==> src/rtl/mod_n_event_counter.sv <==
// Up/down event counter modulo N with load, wrap pulse
// and a saturating count of wraps.
module mod_n_event_counter #(
  parameter int MOD    = 10,
  parameter int WIDTH  = 4,
  parameter int WRAP_W = 8
) (
  input  logic              clk,
  input  logic              rst,
  input  logic              in,
  input  logic              dir,
  input  logic              load,
  input  logic [WIDTH-1:0]  load_val,
  input  logic              wrap_clr,
  output logic [WIDTH-1:0]  count,
  output logic              out,
  output logic              wrap,
  output logic [WRAP_W-1:0] wraps,
  output logic              load_err
);

  // Compares run in a width that can hold the modulus itself,
  // so a power-of-two modulus needs no overflow trick.
  localparam int XW = (WIDTH > 16) ? WIDTH + 1 : 17;
  localparam logic [XW-1:0] MOD_X  = XW'(MOD);
  localparam logic [XW-1:0] LAST_X = XW'(MOD - 1);
  localparam logic [WIDTH-1:0] LAST = WIDTH'(MOD - 1);

  logic [XW-1:0] cnt_x;
  logic [XW-1:0] lv_x;
  logic          at_top;
  logic          at_bot;
  logic          bad;
  logic          lv_ok;
  logic          step_wrap;

  assign cnt_x  = XW'(count);
  assign lv_x   = XW'(load_val);
  assign at_top = (cnt_x == LAST_X);
  assign at_bot = (count == '0);
  assign bad    = (cnt_x >= MOD_X);
  assign lv_ok  = (lv_x < MOD_X);

  // A step that crosses the modulus boundary this cycle.
  assign step_wrap = !load && !bad && in &&
                     (dir ? at_top : at_bot);

  // Terminal count follows the current direction immediately.
  assign out = dir ? at_top : at_bot;

  // Count register: reset, then load, then recovery, then step.
  always_ff @(posedge clk) begin
    if (!rst) begin
      count    <= '0;
      wrap     <= 1'b0;
      load_err <= 1'b0;
    end else begin
      wrap     <= 1'b0;
      load_err <= 1'b0;
      if (load) begin
        if (lv_ok) begin
          count <= load_val;
        end else begin
          count    <= '0;
          load_err <= 1'b1;
        end
      end else if (bad) begin
        count <= '0;
      end else if (in) begin
        if (dir) begin
          if (at_top) begin
            count <= '0;
            wrap  <= 1'b1;
          end else begin
            count <= count + WIDTH'(1);
          end
        end else begin
          if (at_bot) begin
            count <= LAST;
            wrap  <= 1'b1;
          end else begin
            count <= count - WIDTH'(1);
          end
        end
      end
    end
  end

  // Saturating wrap total; a wrap beats a same-cycle clear.
  always_ff @(posedge clk) begin
    if (!rst) begin
      wraps <= '0;
    end else if (step_wrap) begin
      if (wrap_clr) begin
        wraps <= WRAP_W'(1);
      end else if (wraps != '1) begin
        wraps <= wraps + WRAP_W'(1);
      end
    end else if (wrap_clr) begin
      wraps <= '0;
    end
  end

endmodule

==> config.mk <==
export PLATFORM = sky130hd
export DESIGN_NAME = mod_n_event_counter
export DESIGN_NICKNAME = d
export VERILOG_FILES = /design/src/rtl/mod_n_event_counter.sv
export SDC_FILE = /design/constraint.sdc
export NUM_CORES = 1
export LEC_CHECK = 0
export CAP_MARGIN = 30
export CORE_MARGIN = 3
export CORE_UTILIZATION = 44
export CTS_BUF_LIST = sky130_fd_sc_hd__clkbuf_4 sky130_fd_sc_hd__clkbuf_8
export CTS_CLUSTER_DIAMETER = 120
export DETAILED_ROUTE_END_ITERATION = 10
export HOLD_SLACK_MARGIN = 0.03
export PLACE_DENSITY_LB_ADDON = 0.05
export SYNTH_ARGS = -nofsm -noshare
export SYNTH_HDL_FRONTEND = slang
export SYNTH_SLANG_ARGS = --single-unit
==> constraint.sdc <==
create_clock -name clk -period 1.45 [get_ports clk]
set_input_delay 0.29 -clock clk [delete_from_list [all_inputs] [get_ports clk]]
set_output_delay 0.29 -clock clk [all_outputs]
set_load 0.05 [all_outputs]
# Yosys cells after proc, flatten, opt, wreduce, memory -nomap -nowiden
# Index checks and enable logic that the tools add are counted.
# classes
addsub	3
order_cmp	2
n_eq_ne	2
muxes	16
n_bitwise	2
n_reduce_logical	12
# op_table
op	n
8-bit 2-to-1 mux	4
4-bit 2-to-1 mux	7
8-bit by 1-bit adder with 8-bit output, second input constant	1
8-bit inequality test, second input constant	1
1-bit 2-to-1 mux	5
4-bit by 1-bit adder with 4-bit output, second input constant	1
4-bit equality test, second input constant	1
4-bit greater-or-equal comparator, second input constant	1
4-bit logical NOT	1
4-bit less-than comparator, second input constant	1
2-bit AND reduction	2
2-bit nonzero test	2
4-bit OR reduction	1
4-bit by 1-bit subtractor with 4-bit output, second input constant	1
1-bit logical AND	3
3-bit nonzero test	1
1-bit logical NOT	2
1-bit NOT	2
# word_totals
ff_bits	14
inputBits	10
out_inout_bits	15

# Longest topological paths before layout
# logic_depth
word_depth	7
ltp_mapped	6
ltp_nobuf	5

# Worst setup path after synthesis
# OpenSTA, ideal clock, no wires.
# synth_timing
path_kind	register to output
startpoint	register count[3]
endpoint	output out
arrival_ps	1799
t_required_ps	1160
path_slack_ps	-639
path_stages_with_launch	5
path_cell_list	dfxtp_1 > buf_2 > and3_1 > nor2_1 > nor2_1
# synth_between
elab_chain_len	2
# synth_lines
element	line	source
start: declaration	15	output logic [WIDTH-1:0] count,
start signal: assignment	62	count <= load_val;
start signal: assignment	75	count <= count + WIDTH'(1);
start signal: assignment	82	count <= count - WIDTH'(1);
4-bit equality test / 4-bit logical NOT (equally long branches)	39, 40	
1-bit 2-to-1 mux (*)	49	assign out = dir ? at_top : at_bot;
end: declaration	16	output logic out,
# Every way passes the cells marked *; elsewhere a longest branch is shown, timed or not.

# Worst setup path after layout
# layout_timing
startpoint	register count[3]
endpoint	register wraps[6]
# layout_between
elab_chain_len	7
# layout_lines
element	line	source
4-bit greater-or-equal comparator	41	assign bad = (cnt_x >= MOD_X);
1-bit logical NOT	45	assign step_wrap = !load && !bad && in &&
1-bit logical AND (2 in a row)	45	
1-bit logical AND (*)	45	
2-bit nonzero test (no source line)	n/a	
2-bit AND reduction (no source line)	n/a	
end signal: assignment	97	wraps <= wraps + WRAP_W'(1);
end: declaration	18	output logic [WRAP_W-1:0] wraps,
# Marked as above.
# A chain may end at the register's enable or synchronous reset.

==> metrics <==
status=finished with violations; failing checks=negative setup slack; Post-Syn Area=885.9 um^2; vias per cell=6.297; Starting Density=0.4866; Hold Buf Count CTS=0; dpl cells=170; Total Routing Usage GR=0.2727; ANT nets after route=0; final net count=169; Die ar.=0.002588 mm^2; Area Growth Syn to Fin=89.83%; Synth Net Count=118; Crit path max-delay family=simple AND/OR/NAND/NOR gates; clock skew=3.423 ps; Initial DRC Count=31; routed vias=1,146; flops & latches, synth=14; pin count of the biggest net entering global routing=13; # setup viols final=8; Rows=15; H-tree levels=1; setup TNS after final layout=-689.4 ps; io pins=25; crit path max fanout=7; DRC=0; ratio of cells with drive above 1 in the final layout=0.4968; worst path arrival time=1830 ps; DR pass1 iterations=4; Final min period=1606 ps; Power Internal=0.7074 mW; normalized max-slew margin=0.7440; number of buffers created by CTS=3; Crit path largest cell delay=450 ps; Die Span Y=50.87 um; worst hold margin=581.0 ps; vias in the first global route=1,107; worst-path cell chain=nor3_4 -> buf_4 -> o21ai_4 -> or4_1 -> a21oi_1; Comb power frac=0.357; post-synth top area share=0.3164; Crit path buffers/inverters=1; final instance area=0.001682 mm^2; Post-DP Area=0.001470 mm^2; achievable frequency=622.6 MHz; fin worst setup slack=-156.2 ps; sw power=0.3582 mW; die width=50.87 um; Post-Route WL=3.651 mm; Congestion Overflow GR=0; n_diodes=0; dominant cell type by area after synthesis=dfxtp_1; Fill cells=62; data required time of the worst path=1670 ps; Cells after Synth=107; fin cells=182; Max Slew Vio Count=0; Slew @ Worst Pin=383.1 ps; most frequent cells in the layout=buf_4 (24), buf_12 (15), nand2_1 (9); PwrDens=633.7 mW/mm^2; initial antenna violation count=0; most common cell after layout, fill and taps aside=buf_4; Synth cell types=44; FF/Latch Area=305.3 um^2; R2R Setup Slk=-160 ps; port bufs=24; WS Path Type=reg2reg; WL per Instance=20.06 um; MaxCap Viol Count=0; Static Leakage=0.6351 nW; final hold violations=0; clk sink count=14; post-DP HPWL=1.928 mm; Worst-path clk slew=90 ps; worst vdd ir=0.0005758 V; register area share after synthesis=0.3164; Slowest cell on crit path=or4_1; Flop pwr share=0.383; top post-synthesis cells by area=dfxtp_1 (32%), nor2_1 (4.7%), nand3_1 (4.0%); clk_lat worst skew=300 ps; Max clock buf depth=2; first-pass GRT wire length=5.216 mm; Crit. End Element=register; Clock power frac=0.260; Routability Congestion=0.8417; syn_area_per_cell=8.279 um^2; Yosys Warn Count=0; Min-Delay Path Class=reg2reg; Final period util=1.108; multi-input logic area=684.4 um^2; clock tree root driver cell=clkbuf_4; core area=0.001821 mm^2; sw frac=0.3362; RSZ-0062 raised after global routing=true; CTS tree=done; Worst setup SP type=register
==> cells in the mapped netlist, drive strengths merged <==
cell and n:
dfxtp 14, nor2 11, nand2 9, nand3 7, a21oi 6, clkbuf 4
or4 4, a32oi 3, buf 3, nor2b 3, o21ai 3, and3 2
inv 2, nand2b 2, o211ai 2, o21bai 2, o221a 2, o311ai 2
o31ai 2, o41ai 2, a211o 1, a211oi 1, a221oi 1, a22o 1
a31o 1, a41o 1, and2 1, ha 1, mux2i 1, nand3b 1
nand4 1, nand4b 1, nor3 1, nor4 1, nor4b 1, o211a 1
o21a 1, o2bb2ai 1, or2 1, or3 1, or3b 1, xnor2 1
==> cells by family after synthesis <==
family	share of synthesized area
buf+inv	0.04943
flops	0.3164
simple gates	0.3093
mux	0.01130
fa+ha+maj	0.01412
xor+xnor	0.009889
compound gates	0.2896
==> final timing paths <==
kind	startpoint	endpoint	cells past startpoint
hold / removal	wraps[2]	wraps[2]	1
hold reg to reg	wraps[2]	wraps[2]	1
setup reg to reg	count[3]	wraps[6]	5
setup / recovery	count[3]	wraps[6]	5
==> metrics by stage <==
step	power (mW)	worst slack, ps	utilization
3_5_place_dp	0.7312	-495.8	0.8076
5_1_grt	1.103	-183.5	0.9237
3_3_place_gp	0.7232	-422.8	0.8076
4_1_cts	1.020	-60.11	0.8797
6_report	1.066	-156.2	0.9237
2_1_floorplan	0.5845	-143.9	-
==> repair_timing <==
item                                    CTS  global route
endpoints found under the setup margin   10            13
buffers inserted                          7             1
pin swaps                                 6             8
gates resized for setup                  16            15
==> cell type report <==
| class | instances | share of cell area |
|---|---|---|
| Clock buffer | 4 | 0.01786 |
| Inverter | 2 | 0.004464 |
| Multi-Input combinational cell | 84 | 0.4070 |
| Sequential cell | 14 | 0.1815 |
| Tap cell | 25 | 0.01860 |
| Timing Repair Buffer | 53 | 0.3705 |
==> per-layer routing <==
layer	share of wire	track usage	wire length (um)	up-vias
li1	-	-	-	513
met1	0.41	0.3643	1506	560
met2	0.48	0.4261	1753	62
met3	0.075	0.04373	272	11
met4	0.032	0.1345	118	0
met5	0	0	0	-
==> flip-flops by register name (all words and copies together) (netlist names) <==
signal	cells
wraps	8
wrap	1
count	4
load_err	1
==> power by group through the flow <==
stage / logic [mW] / registers [mW] / clock network, mW
2_1_floorplan: 0.130 / 0.455 / 0
3_5_place_dp: 0.312 / 0.420 / 0
3_3_place_gp: 0.305 / 0.419 / 0
6_report: 0.380 / 0.408 / 0.277
5_1_grt: 0.398 / 0.410 / 0.295
4_1_cts: 0.344 / 0.407 / 0.269
Power figures use the tool's default switching activity.
